## src/rtl/pipe_ctrl_gen.sv

```systemverilog
// Pipeline hazard controller: backward stall propagation, bubble/flush generation,
// deferred flushes and a precise-exception sequencer. Optional stall watchdog: PIPE_CTRL_STALL_WDT_EN.
module pipe_ctrl_gen #(
    parameter int N_STG = 5,
    parameter int TMO_W = 8
) (
    input  logic             clk,
    input  logic             resetn,
    input  logic [N_STG-1:0] stall_req,
    input  logic [N_STG-1:0] flush_req,
    input  logic             exc_req,
    output logic [N_STG-1:0] stall,
    output logic [N_STG-1:0] flush,
    output logic             redirect_valid,
    output logic             exc_busy,
    output logic [N_STG-1:0] pend_flush,
    output logic             stall_tmo
);

    typedef enum logic [1:0] {
        ST_IDLE  = 2'd0,
        ST_DRAIN = 2'd1,
        ST_FLUSH = 2'd2
    } exc_state_t;

    exc_state_t       state_reg;
    logic             redirect_reg;
    logic             busy_reg;
    logic [N_STG-1:0] pend_reg;
    logic [N_STG-1:0] pend_next;

    logic [N_STG-1:0] stall_base;
    logic [N_STG-1:0] stall_int;
    logic [N_STG-1:0] kill_src;
    logic [N_STG-1:0] kill_above;
    logic [N_STG-1:0] bubble;
    logic [N_STG-1:0] exc_kill;
    logic             any_stall_req;
    logic             in_drain;
    logic             in_flush;

    assign any_stall_req = |stall_req;
    assign in_drain      = (state_reg == ST_DRAIN);
    assign in_flush      = (state_reg == ST_FLUSH);

    genvar gi;
    generate
        for (gi = 0; gi < N_STG; gi++) begin : g_stage
            // A stage stalls if it or anything older than it stalls.
            assign stall_base[gi] = (|stall_req[N_STG-1:gi]) | in_drain;

            // Stage gi kills the younger stages once it is free to move;
            // bit 0 has no younger stages and is shifted out below.
            assign kill_src[gi]   = ~stall_int[gi] & (flush_req[gi] | pend_reg[gi]);
            assign kill_above[gi] = |(kill_src >> (gi + 1));

            if (gi == 0) begin : g_first
                assign bubble[gi] = 1'b0;
            end else begin : g_rest
                assign bubble[gi] = stall_int[gi-1] & ~stall_int[gi];
            end

            if (gi == N_STG - 1) begin : g_wb
                assign exc_kill[gi]  = 1'b0;
                assign pend_next[gi] = ~in_flush & stall_int[gi] & (flush_req[gi] | pend_reg[gi]);
            end else if (gi == 0) begin : g_fetch
                assign exc_kill[gi]  = in_flush;
                assign pend_next[gi] = 1'b0;
            end else begin : g_mid
                assign exc_kill[gi]  = in_flush;
                assign pend_next[gi] = ~in_flush & stall_int[gi] & (flush_req[gi] | pend_reg[gi]);
            end
        end
    endgenerate

    assign stall_int = in_flush ? '0 : stall_base;

    // The whole pipeline is frozen and emits no bubbles while held in reset.
    assign stall          = resetn ? stall_int : '1;
    assign flush          = resetn ? (kill_above | bubble | exc_kill) : '0;
    assign redirect_valid = redirect_reg;
    assign exc_busy       = busy_reg;
    assign pend_flush     = pend_reg;

    always_ff @(posedge clk or negedge resetn) begin
        if (!resetn) begin
            pend_reg <= '0;
        end else begin
            pend_reg <= pend_next;
        end
    end

    always_ff @(posedge clk or negedge resetn) begin
        if (!resetn) begin
            state_reg    <= ST_IDLE;
            redirect_reg <= 1'b0;
            busy_reg     <= 1'b0;
        end else begin
            case (state_reg)
                ST_IDLE: begin
                    if (exc_req) begin
                        busy_reg <= 1'b1;
                        if (any_stall_req) begin
                            state_reg    <= ST_DRAIN;
                            redirect_reg <= 1'b0;
                        end else begin
                            state_reg    <= ST_FLUSH;
                            redirect_reg <= 1'b1;
                        end
                    end
                end
                ST_DRAIN: begin
                    if (!any_stall_req) begin
                        state_reg    <= ST_FLUSH;
                        redirect_reg <= 1'b1;
                    end
                end
                ST_FLUSH: begin
                    state_reg    <= ST_IDLE;
                    redirect_reg <= 1'b0;
                    busy_reg     <= 1'b0;
                end
                default: begin
                    state_reg    <= ST_IDLE;
                    redirect_reg <= 1'b0;
                    busy_reg     <= 1'b0;
                end
            endcase
        end
    end

`ifdef PIPE_CTRL_STALL_WDT_EN
    localparam logic [TMO_W-1:0] WDT_MAX = '1;

    logic [TMO_W-1:0] wdt_reg;

    always_ff @(posedge clk or negedge resetn) begin
        if (!resetn) begin
            wdt_reg <= '0;
        end else if (!stall_int[0]) begin
            wdt_reg <= '0;
        end else if (wdt_reg != WDT_MAX) begin
            wdt_reg <= wdt_reg + 1'b1;
        end
    end

    assign stall_tmo = (wdt_reg == WDT_MAX);
`else
    // Watchdog not built: constant low output of the counter's width reduced.
    assign stall_tmo = &{TMO_W{1'b0}};
`endif

endmodule

```

## config.mk

```make
export PLATFORM = sky130hd
export DESIGN_NAME = pipe_ctrl_gen
export DESIGN_NICKNAME = d
export VERILOG_FILES = /design/src/rtl/pipe_ctrl_gen.sv
export SDC_FILE = /design/constraint.sdc
export NUM_CORES = 1
export LEC_CHECK = 0
export ABC_CLOCK_PERIOD_IN_PS = 1300
export BUFFER_PORTS_ARGS = -buffer_cell sky130_fd_sc_hd__buf_2
export CORE_MARGIN = 2
export CORE_UTILIZATION = 36
export DETAILED_ROUTE_END_ITERATION = 12
export PLACE_DENSITY = 0.72
export SKIP_LAST_GASP = 1
export SLEW_MARGIN = 40
export SYNTH_ARGS = -nofsm -noshare
export SYNTH_HDL_FRONTEND = slang
export SYNTH_SLANG_ARGS = --single-unit
```

## constraint.sdc

```tcl
create_clock -name clk -period 1.3 [get_ports clk]
set_input_delay 0.325 -clock clk [delete_from_list [all_inputs] [get_ports clk]]
set_output_delay 0.325 -clock clk [all_outputs]
set_load 0.05 [all_outputs]
```

Word level (Yosys, flattened, before mapping)

Index checks and enable logic that the tools add are counted.

Flip-flop bits (word level): 8
Bits in latches: 0
Memory bits (writable): 0
ROM bits: 0
Bits of input ports: 13
Memories kept: 0

Add/sub/neg operators: 0
Multiply operators: 0
Divide/modulo/power cells: 0
Magnitude comparators: 0
Eq/ne operators: 4
Shift-type cells: 0
Muxes and demuxes: 13
Bitwise logic cells: 33
Reductions and logical operators: 10

Operators with widths:

| kind               | number |
|---|---|
| $and 1x1->1        | 16 |
| $mux 5             | 3 |
| $or 1x1->1         | 9 |
| $reduce_or 4->1    | 2 |
| $mux 2             | 3 |
| $not 1->1          | 6 |
| $reduce_or 3->1    | 2 |
| $or 4x5->5         | 1 |
| $or 5x4->5         | 1 |
| $reduce_or 5->1    | 1 |
| $mux 1             | 4 |
| $ne 2x2->1 const B | 2 |
| $pmux 1 s2         | 2 |
| $pmux 2 s2         | 1 |
| $reduce_and 2->1   | 2 |
| $reduce_or 2->1    | 2 |
| $eq 2x1->1 const B | 1 |
| $eq 2x2->1 const B | 1 |
| $logic_not 2->1    | 1 |

Depth between registers and ports, before layout

Gate-level depths: netlist of run 1.

Depth in word-level cells: 9
Depth in mapped cells: 5
Depth with buffers taken out: 4

Worst setup path after synthesis of run 1

OpenSTA, ideal clock, no wires.

Kind: register to output
Start: register state_reg[1]
End: output port flush[3]
Data arrival time: 2349 ps
Path slack: -1374 ps
Cell stages (with the launch flop): 5
Path buffers: 1
Cell sequence: dfrtp_1 -> buf_2 -> maj3_1 -> nand2_1 -> a31oi_1

Cells in the longest elaborated chain, start to end: 8
Elaborated cells between the ends (all ways): 13
Those cells by class: eq/ne: 2; mux: 2; bitwise: 9

Ends and longest elaborated chain:

| what                           | RTL line | text |
|---|---|---|
| start, declared                | 26       | `exc_state_t state_reg;` |
| start signal, assigned         | 95       | `state_reg <= ST_IDLE;` |
| start signal, assigned         | 104      | `state_reg <= ST_DRAIN;` |
| start signal, assigned         | 107      | `state_reg <= ST_FLUSH;` |
| $eq 2x1->1                     | 43       | `assign in_drain = (state_reg == ST_DRAIN);` |
| $or 1x1->1                     | 50       | `assign stall_base[gi] = (\|stall_req[N_STG-1:gi]) \| in_drain;` |
| $mux 5                         | 76       | `assign stall_int = in_flush ? '0 : stall_base;` |
| $not 1->1 (on tied branches)   | 54, 60   |  |
| $and 1x1->1 (on tied branches) | 54, 60   |  |
| $or 4x5->5                     | 80       | `assign flush = resetn ? (kill_above \| bubble \| exc_kill) : '0;` |
| $or 5x4->5 (*)                 | 80       |  |
| $mux 5 (*)                     | 80       |  |
| end, declared                  | 13       | `output logic [N_STG-1:0] flush,` |

Mark *: on every way between the ends. The rest lies on a longest branch, timed or not.

Final worst setup path of run 1

Start: register pend_reg[3] (netlist: pend_flush[3])
End: output port flush[0]

Cells in the longest elaborated chain, start to end: 6

Ends and longest elaborated chain:

| what                   | RTL line | text |
|---|---|---|
| start, declared        | 29       | `logic [N_STG-1:0] pend_reg;` |
| start signal, assigned | 89       | `pend_reg <= pend_next;` |
| $or 1x1->1             | 54       | `assign kill_src[gi] = ~stall_int[gi] & (flush_req[gi] \| pend_reg[gi]);` |
| $and 1x1->1            | 54       |  |
| $reduce_or 4->1        | 55       | `assign kill_above[gi] = \|(kill_src >> (gi + 1));` |
| $or 4x5->5             | 80       |  |
| $or 5x4->5             | 80       |  |
| $mux 5                 | 80       |  |

No other way between the ends.

==> results of run 1 <==
worst register-to-register path, delay by kind of cell (launching register included):
| kind | cells | cell delay (ns) |
|---|---|---|
| fa+ha+maj | 1 | 0.28 |
| flops | 1 | 0.43 |
| buf+inv | 3 | 0.35 |
| simple gates | 1 | 0.10 |
path summary, 6_finish.rpt:
path	start	to	cells past startpoint
setup / recovery	pend_flush[3]	flush[0]	5
hold / removal	resetn	pend_flush[4]	3
setup reg to reg	state_reg[0]	pend_flush[3]	5
hold reg to reg	exc_busy	exc_busy	2
max in group asynchronous	resetn	pend_flush[3]	3
min in group clk	flush_req[3]	pend_flush[3]	3
power groups by stage:
stage	Clock, mW	Sequential (mW)	Combinational [mW]
after CTS	0.218	0.250	0.304
after global routing	0.232	0.252	0.331
after global placement	0	0.252	0.276
final	0.213	0.251	0.313
after floorplan	0	0.309	0.114
after detailed placement	0	0.253	0.280
cells by family (layout without fill, tap and decap cells):
kind of cell	Yosys count	after routing	synth area share, %
flops	7	7	36.1
buf+inv	6	58	6.44
compound gates	13	13	18.0
other cells	1	2	0.772
fa+ha+maj	5	5	11.1
simple gates	29	29	27.6
routing by layer:
metal,vias up,routed length (um),GRT usage (%)
li1,314,-,-
met1,293,737,28.7
met2,30,823,42.5
met3,4,79,3.26
met4,0,14,7.50
met5,-,0,0
placed cells by master (no fill, tap or decap), types with 2 or more instances in the layout:
| master | netlist | routed |
|---|---|---|
| a21oi_1 | 4 | 3 |
| buf_2 | 1 | 17 |
| buf_4 | 2 | 21 |
| buf_6 | 0 | 8 |
| buf_8 | 0 | 5 |
| clkbuf_4 | 0 | 3 |
| conb_1 | 1 | 2 |
| dfrtp_1 | 7 | 4 |
| dfrtp_2 | 0 | 3 |
| maj3_2 | 3 | 5 |
| nor2_1 | 15 | 11 |
| nor2_4 | 0 | 3 |
| nor3_1 | 3 | 3 |
| o21bai_1 | 2 | 2 |
| o2bb2ai_4 | 0 | 2 |
final cells by class:
cell class | instances | area [um^2] | area share, %
clock buffers | 3 | 22.5 | 2.07
inverters | 2 | 7.51 | 0.689
multi-input cells | 49 | 429 | 39.4
flip-flops and latches | 7 | 179 | 16.4
well taps | 15 | 18.8 | 1.72
repair buffers | 52 | 428 | 39.3
clock inverters | 1 | 5.00 | 0.459
repair_timing:
action | in CTS | in global routing
buffers inserted | 2 | 1
pin swaps | 7 | 3
endpoints found under the setup margin | 12 | 13
gates resized for setup | 29 | 8
==> summary.md, run 1 <==
| Metric | Value |
|---|---|
| Final setup viols | `11` |
| Critical path's top delay family | `flip-flops` |
| Overall power | `0.776 mW` |
| Final worst slack | `-0.573 ns` |
| Status | `complete, but fails checks` |
| Nets | `128` |
| Cells after Synth | `61` |
| Reg power frac | `32.3%` |
| CP Cell Sequence | `o21bai_1, a21oi_2, maj3_2, o2bb2ai_4, buf_6` |
| Worst-case clock buffer depth | `2` |
| Reg2reg setup slack | `0.07 ns` |
| Hold crit path type | `in -> async` |
| Max IR drop VDD | `0.609 mV` |
| Slowest CP cell | `dfrtp_2` |
| ANT cells | `0` |
| Share of layout cells above drive strength 1 | `71.9%` |
| Avg Inst Size Synth | `7.96 um^2` |
| CP Buf/Inv Count | `1` |
| Antenna violations before repair | `0` |
| Fraction of registers with async set or reset after synthesis | `100%` |
| Largest net degree at the start of global routing | `10` |
| Worst-path maximum fanout | `2` |
| Crit-path max cell delay | `0.40 ns` |
| # fillers | `79` |
| Post-Synthesis Cell Area | `485 um^2` |
| NetSw | `0.307 mW` |
| DRT Pass-1 Iters | `6` |
| Internal | `0.469 mW` |
| P_leak | `0.497 nW` |
| Post-layout min period | `1.87 ns` |
| WS Path Type | `reg -> out` |
| Count leader, synth | `nor2_1` |
| I/O Pins | `31` |
| Vias | `641` |
| H-tree depth | `1` |
| Effective utilization at floorplan | `37.8%` |
| Drt total wl | `1650 um` |
| First-pass GRT wire length | `2590 um` |
| Hold Buf Count CTS | `0` |
| Final number of hold-violating endpoints | `0` |
| Max reg flops | `4` |
| Post-synth cell types | `25` |
| Max-cap viol count | `0` |
| Final ANT Viol Nets | `0` |
| GRT overflow | `0` |
| Area contributors post-synth | `dfrtp_1 (36%), nor2_1 (12%), maj3_2 (7.0%), a21oi_1 (4.1%), maj3_1 (4.1%)` |
| CTS tree | `built` |
| Hold_ws | `0.108 ns` |
| Clock share of power | `27.4%` |
| Failing checks | `setup timing` |
| Setup crit start kind | `flip-flop` |
| Gr usage total | `23.7%` |
| Final Util | `84.8%` |
| Seq/Total Area, Yosys | `36.1%` |
| Sink Count | `7` |
| Yosys top cell by area | `dfrtp_1` |
| Post-DP Area | `913 um^2` |
| Crit path DAT | `1.55 ns` |
| Post-route insts no fill | `129` |
| Site Rows | `13` |
| Synth-to-Final Area Change | `124%` |
| IO Port Bufs | `27` |
| Fmax | `534 MHz` |
| Clk_skew | `0.00153 ns` |
| Logic pwr share | `40.3%` |
| PD cells | `712 mW/mm^2` |
| # DRC | `0` |
| Die Width | `40.7 um` |
| TritonCTS Buffers | `3` |
| Initial drt markers | `3` |
| Synth warn | `0` |
| Die ar. | `0.00166 mm^2` |
| Setup TNS | `-5.24 ns` |
| Dpl cells | `123` |
| Clk Latency, worst-skew pair | `0.26 ns` |
| Post-synth top area share | `36.1%` |
| Dpl hpwl | `1190 um` |
| Via count of the first global-routing pass | `605` |
| Synth Flop Type | `dfrtp_1` |
| Period utilisation layout | `144%` |
| Synth top cells by count | `nor2_1 (15), dfrtp_1 (7), a21oi_1 (4)` |
| DR WL/cell | `12.8 um` |
| Sw frac | `39.5%` |
| Clk root buf | `clkbuf_4` |
| Die height | `40.7 um` |
| Clk slew on worst S/H paths | `0.06 ns` |
| Final Cell Area | `0.00109 mm^2` |
| Core area | `0.00128 mm^2` |
| Max Slew Vio Count | `0` |
| Seq cells post-synth | `7` |
| Routability Congestion | `0.765` |
| DR vias/cell | `4.97` |
| Post-synth EDFFs | `0` |
| Unrepaired setup endpoints after global routing | `true` |
| Critical path required time | `0.98 ns` |
| Crit end category | `output pin` |
| Worst slack at placement | `-0.527 ns` |
Power figures use the tool's default switching activity.
==> run 2: changes to the inputs <==
--- a/config.mk
+++ b/config.mk
@@ -5,12 +5,12 @@
 export SDC_FILE = /design/constraint.sdc
 export NUM_CORES = 1
 export LEC_CHECK = 0
-export ABC_CLOCK_PERIOD_IN_PS = 1300
+export ABC_CLOCK_PERIOD_IN_PS = 2400
 export BUFFER_PORTS_ARGS = -buffer_cell sky130_fd_sc_hd__buf_2
-export CORE_MARGIN = 2
-export CORE_UTILIZATION = 36
+export CORE_AREA = 2 2 39 41
 export DETAILED_ROUTE_END_ITERATION = 12
-export PLACE_DENSITY = 0.72
+export DIE_AREA = 0 0 41 43
+export PLACE_DENSITY = 0.7
 export SKIP_LAST_GASP = 1
 export SLEW_MARGIN = 40
 export SYNTH_ARGS = -nofsm -noshare
==> constraint.sdc (replaced) <==
create_clock -name clk -period 2.4 [get_ports clk]
set_input_delay 0.6 -clock clk [delete_from_list [all_inputs] [get_ports clk]]
set_output_delay 0.6 -clock clk [all_outputs]
set_load 0.05 [all_outputs]
==> run 2 against run 1 <==
  * The run now ends clean
  * Cell count fell by 17%
  * Clock power fell by 48%
  * Combinational power fell by 62%
  * Global-route usage fell by 7.8 points
  * Cell area fell by 35%
  * Sequential share of layout area rose by 8.4 points
==> summary.md, run 2 (synthesis gave the netlist of run 1 again) <==
| Metric | Value |
|---|---|
| Clock share of power | `30.4% (+3.0 points)` |
| # fillers | `136 (+72%)` |
| DR WL/cell | `10.8 um (-16%)` |
| Max IR drop VDD | `0.381 mV (-37%)` |
| Post-layout min period | `2.31 ns` |
| Worst-path maximum fanout | `5 (+3)` |
| Max reg flops | `4 (unchanged)` |
| GR peak layer | `met2` |
| Initial drt markers | `7 (+4)` |
| Core area | `0.00138 mm^2 (+7.7%)` |
| First-pass GRT wire length | `1880 um (-27%)` |
| Die height | `43 um (+5.6%)` |
| Logic pwr share | `32.8% (-7.5 points)` |
| Clk Latency, worst-skew pair | `0.25 ns (about the same)` |
| Critical path required time | `1.80 ns (+0.82 ns)` |
| Max-cap viol count | `0 (unchanged)` |
| Grt met2 use | `21.6% (-21 points)` |
| Effective utilization at floorplan | `35.1% (-2.7 points)` |
| Drt total wl | `1150 um (-30%)` |
| Status | `complete, no violations` |
| Sw frac | `38.7% (-0.88 points)` |
| Max Slew Vio Count | `0 (unchanged)` |
| Crit path DAT | `1.71 ns (+0.16 ns)` |
| Nets | `105 (-18%)` |
| I/O Pins | `31 (unchanged)` |
| Commonest non-fill, non-tap cell in the layout | `buf_2` |
| Unrepaired setup endpoints after global routing | `false` |
| Die ar. | `0.00176 mm^2 (+6.3%)` |
| Setup crit start kind | `primary input` |
| M1 GR Usage | `19.9% (-8.8 points)` |
| # DRC | `0 (unchanged)` |
| Sink Count | `7 (unchanged)` |
| H-tree depth | `1 (unchanged)` |
| Highest-count cells in the layout ignoring fill and taps | `buf_2 (25), nor2_1 (14), dfrtp_1 (6), clkbuf_4 (5)` |
| NetSw | `0.141 mW (-54%)` |
| Internal | `0.224 mW (-52%)` |
| GRT overflow | `0 (unchanged)` |
| Clk root buf | `clkbuf_4` |
| Die Width | `41 um (+0.69%)` |
| Hold_ws | `0.198 ns (+0.0894 ns)` |
| Post-DP Area | `673 um^2 (-26%)` |
| Dpl hpwl | `958 um (-19%)` |
| Fmax | `433 MHz` |
| Final setup viols | `0 (-11)` |
| Synth-to-Final Area Change | `46.1%` |
| Final ANT Viol Nets | `0 (unchanged)` |
| IO Port Bufs | `27 (unchanged)` |
| Antenna violations before repair | `0 (unchanged)` |
| PD cells | `515 mW/mm^2 (-28%)` |
| Final Util | `51.3% (-34 points)` |
| Hold Buf Count CTS | `0 (unchanged)` |
| R2R Path End | `pend_flush[4]` |
| Cell depth of the worst flop-to-flop path | `3 (-2)` |
| Critical R2R Launch | `state_reg[0]` |
| DRT Pass-1 Iters | `3 (-3)` |
| Period utilisation layout | `96.3%` |
| Site Rows | `14 (+1)` |
| Worst-case clock buffer depth | `2 (unchanged)` |
| Gr usage total | `15.8% (-7.8 points)` |
| Hold crit path type | `in -> async` |
| Via count of the first global-routing pass | `466 (-23%)` |
| Reg2reg setup slack | `1.32 ns (+1.25 ns)` |
| GRT met3 Usage | `6.28% (+3.0 points)` |
| Share of layout cells above drive strength 1 | `49.5% (-22 points)` |
| DR vias/cell | `4.87 (-2.0%)` |
| Final Cell Area | `709 um^2 (-35%)` |
| Vias | `521 (-19%)` |
| Largest net degree at the start of global routing | `12 (+2)` |
| Clk slew on worst S/H paths | `0.06 ns (about the same)` |
| CTS tree | `built` |
| Final number of hold-violating endpoints | `0 (unchanged)` |
| ANT cells | `0 (unchanged)` |
| Reg power frac | `36.8% (+4.5 points)` |
| WS Path Type | `in -> out` |
| Routability Congestion | `0.791 (+3.5%)` |
| Clk_skew | `0.00266 ns (+0.00113 ns)` |
| P_leak | `0.309 nW (-38%)` |
| Crit end category | `output pin` |
| TritonCTS Buffers | `3 (unchanged)` |
-- run 2: repair_timing --
action                                 4_1_cts  5_1_grt
setup endpoints to repair                    0        2
setup buffers                                0        0
endpoints found under the hold margin        0        0
gates resized for setup                      0        4
-- run 2: stage by stage --
stage | power [mW] | setup TNS, ns | std cells | setup slack [ns]
after global routing | 0.389 | 0 | 107 | 0.000908
final | 0.365 | 0 | 107 | 0.0891
after CTS | 0.368 | 0 | 107 | 0.0281
after global placement | 0.254 | 0 | 103 | 0.0548
after floorplan | 0.221 | -0.0781 | 62 | -0.0390
after detailed placement | 0.255 | 0 | 103 | 0.0350
-- run 2: power groups by stage --
stage,clock (mW),sequential (mW),combinational (mW)
after global placement,0,0.136,0.118
after floorplan,0,0.167,0.0548
after CTS,0.115,0.134,0.119
after global routing,0.125,0.136,0.129
final,0.111,0.134,0.120
after detailed placement,0,0.136,0.119
-- run 2: cell type report --
type | count | area (um^2) | area share, %
Multi-Input combinational cell | 49 | 324 | 45.7
Clock buffer | 4 | 26.3 | 3.70
Sequential cell | 7 | 176 | 24.9
Timing Repair Buffer | 29 | 155 | 21.9
Tap cell | 16 | 20.0 | 2.82
Inverter | 2 | 7.51 | 1.06
-- run 2: how the worst max path moves through the flow --
stage	cells after the start	slack, ns	to	from
CTS	6	0.03	flush[0]	stall_req[3]
detailed placement	6	0.04	flush[0]	stall_req[3]
global placement	6	0.05	flush[1]	stall_req[3]
finish	6	0.09	stall[1]	stall_req[4]
floorplan	4	-0.04	flush[0]	state_reg[1]
global route	6	0.0009	flush[0]	stall_req[4]
-- run 2: worst max-delay path: stages --
cell and delay [ns]:
buf_2 0.13, nor3_2 0.24, maj3_2 0.28, nand2_2 0.09
a21o_1 0.17, buf_2 0.20
-- run 2: metal layers --
layer / share of wire (%) / vias to the layer above
met5: 0 / -
met4: 1.7 / 0
met3: 8.4 / 3
met2: 46 / 20
met1: 44 / 224
li1: - / 274
==> run 3: changes to the inputs <==
--- a/config.mk
+++ b/config.mk
@@ -10,7 +10,7 @@
 export CORE_AREA = 2 2 39 41
 export DETAILED_ROUTE_END_ITERATION = 12
 export DIE_AREA = 0 0 41 43
-export PLACE_DENSITY = 0.7
+export PLACE_DENSITY = 0.67
 export SKIP_LAST_GASP = 1
 export SLEW_MARGIN = 40
 export SYNTH_ARGS = -nofsm -noshare
==> run 3 against run 2 <==
  * Total power fell by 0.21%
  * Non-clock buffer count did not move
  * Wire length fell by 4.3%
  * Sequential share of layout area did not move
  * Clock power barely moved
  * Hold slack got worse by 0.014 ns
  * Worst setup slack got worse by 0.017 ns
  * Critical endpoint is now flush[1]
  * Largest power group unchanged
==> summary.md, run 3 (synthesis gave the netlist of run 1 again) <==
| Metric | Value |
|---|---|
| Status | `complete, no violations` |
| Core area | `0.00138 mm^2 (unchanged)` |
| Final ANT Viol Nets | `0 (unchanged)` |
| Nets | `105 (unchanged)` |
| Clk slew on worst S/H paths | `0.06 ns (about the same)` |
| Hold Buf Count CTS | `0 (unchanged)` |
| Final setup viols | `0 (unchanged)` |
| Max-cap viol count | `0 (unchanged)` |
| Crit path DAT | `1.73 ns (+0.02 ns)` |
| P_leak | `0.311 nW (+0.73%)` |
| Die ar. | `0.00176 mm^2 (unchanged)` |
| PD cells | `514 mW/mm^2 (-0.21%)` |
| Beginning of the critical path | `stall_req[3]` |
| Drt total wl | `1100 um (-4.3%)` |
| Gr usage total | `15.2% (-0.62 points)` |
| Die Width | `41 um (unchanged)` |
| Register area | `176 um^2 (unchanged)` |
| Dpl hpwl | `904 um (-5.7%)` |
| Worst-case clock buffer depth | `2 (unchanged)` |
| Vias | `524 (+0.58%)` |
| # DRC | `0 (unchanged)` |
| Worst-path maximum fanout | `6 (+1)` |
| Clk_skew | `0.00390 ns (+0.00124 ns)` |
| First-pass GRT wire length | `1730 um (-8.4%)` |
| Initial drt markers | `1 (-6)` |
| Hold crit path type | `in -> async` |
| ANT cells | `0 (unchanged)` |
| Reg2reg setup slack | `1.34 ns (+0.02 ns)` |
| Via count of the first global-routing pass | `424 (-9.0%)` |
| Setup bufs post-CTS | `0 (unchanged)` |
| Multi-input gate area | `323 um^2 (-0.39%)` |
| Antenna violations before repair | `0 (unchanged)` |
| Cells resized by post-CTS repair | `0 (unchanged)` |
| Max Slew Vio Count | `0 (unchanged)` |
| Routability Congestion | `0.752 (-5.0%)` |
| Synth-to-Final Area Change | `46.1% (unchanged)` |
| Share of layout cells above drive strength 1 | `50.5% (+1.1 points)` |
| Post-layout min period | `2.33 ns (+0.0173 ns)` |
| DRT Pass-1 Iters | `4 (+1)` |
| H-tree depth | `1 (unchanged)` |
| Commonest non-fill, non-tap cell in the layout | `buf_2` |
| Final number of hold-violating endpoints | `0 (unchanged)` |
| Critical path required time | `1.80 ns (about the same)` |
| Clk root buf | `clkbuf_4` |
| IO Port Bufs | `27 (unchanged)` |
| Effective utilization at floorplan | `35.1% (unchanged)` |
| Max IR drop VDD | `0.395 mV (+3.7%)` |
| Critical R2R Launch | `state_reg[0]` |
| Crit end category | `output pin` |
| Overall power | `0.364 mW (-0.21%)` |
| Die height | `43 um (unchanged)` |
| TritonCTS Buffers | `3 (unchanged)` |
| Clk Latency, worst-skew pair | `0.26 ns (about the same)` |
| R2R Path End | `pend_flush[4]` |
| Setup crit start kind | `primary input` |
| WS Path Type | `in -> out` |
| Period utilisation layout | `97.0% (+0.72 points)` |
| # fillers | `140 (+2.9%)` |
| Max reg flops | `4 (unchanged)` |
| CTS tree | `built` |
| Sink Count | `7 (unchanged)` |
| DR WL/cell | `10.3 um (-4.3%)` |
| Unrepaired setup endpoints after global routing | `false` |
| Highest-count cells in the layout ignoring fill and taps | `buf_2 (25), nor2_1 (13), dfrtp_1 (6), clkbuf_4 (5), a21oi_1 (4)` |
| Cell depth of the worst flop-to-flop path | `3 (unchanged)` |
| Hold_ws | `0.183 ns (-0.0142 ns)` |
| Site Rows | `14 (unchanged)` |
| Largest net degree at the start of global routing | `12 (unchanged)` |
| I/O Pins | `31 (unchanged)` |
| GRT overflow | `0 (unchanged)` |
| Fmax | `430 MHz (-0.74%)` |
| DR vias/cell | `4.90 (+0.58%)` |
## run 3: changes by cell type in the layout (fill, tap and decap cells not counted), sizes merged
cell	change
clkinv	+1
clkbuf	-1
## run 3: power by group
part | leakage, nW | total, mW | switching [mW] | internal [mW]
sequential | 0.0695 | 0.134 | 0.00653 | 0.128
combinational | 0.224 | 0.118 | 0.0861 | 0.0320
clock | 0.0177 | 0.112 | 0.0507 | 0.0613
## run 3: how the worst max path moves through the flow
| stage | to | slack (ns) | cells after the start |
|---|---|---|---|
| 2_1_floorplan | flush[0] | -0.04 | 4 |
| 3_3_place_gp | flush[0] | 0.02 | 6 |
| 3_5_place_dp | flush[1] | 0.009 | 6 |
| 4_1_cts | flush[1] | 0.009 | 6 |
| 5_1_grt | flush[1] | 0.006 | 6 |
| 6_report | flush[1] | 0.07 | 6 |
## run 3: area by class of cell
type / instances / area share (%)
Tap cell: 16 / 2.82
Inverter: 2 / 1.06
Sequential cell: 7 / 24.9
Clock inverter: 1 / 0.705
Clock buffer: 3 / 3.17
Multi-Input combinational cell: 49 / 45.5
Timing Repair Buffer: 29 / 21.9
## run 3: worst max-delay path, cell delays in order
cell,delay (ns)
buf_2,0.13
o21bai_1,0.16
a21oi_1,0.23
maj3_2,0.27
o2bb2ai_2,0.10
clkbuf_4,0.24
## run 3: routing by layer
| metal | global-route usage (%) | vias to the layer above | part of all wire [%] |
|---|---|---|---|
| met3 | 4.71 | 4 | 8.5 |
| met1 | 18.8 | 229 | 44 |
| met4 | 14.0 | 0 | 3.8 |
| met5 | 0 | - | 0 |
| met2 | 19.7 | 22 | 43 |
| li1 | - | 269 | - |
## run 3: stage by stage
step	setup TNS, ns	area (um^2)	setup WS, ns	util, %	instances
floorplan	-0.0781	527	-0.0390	-	62
global placement	0	673	0.0220	48.6	103
detailed placement	0	673	0.00906	48.6	103
CTS	0	701	0.00884	50.6	107
global route	0	709	0.00615	51.3	107
finish	0	709	0.0718	51.3	107
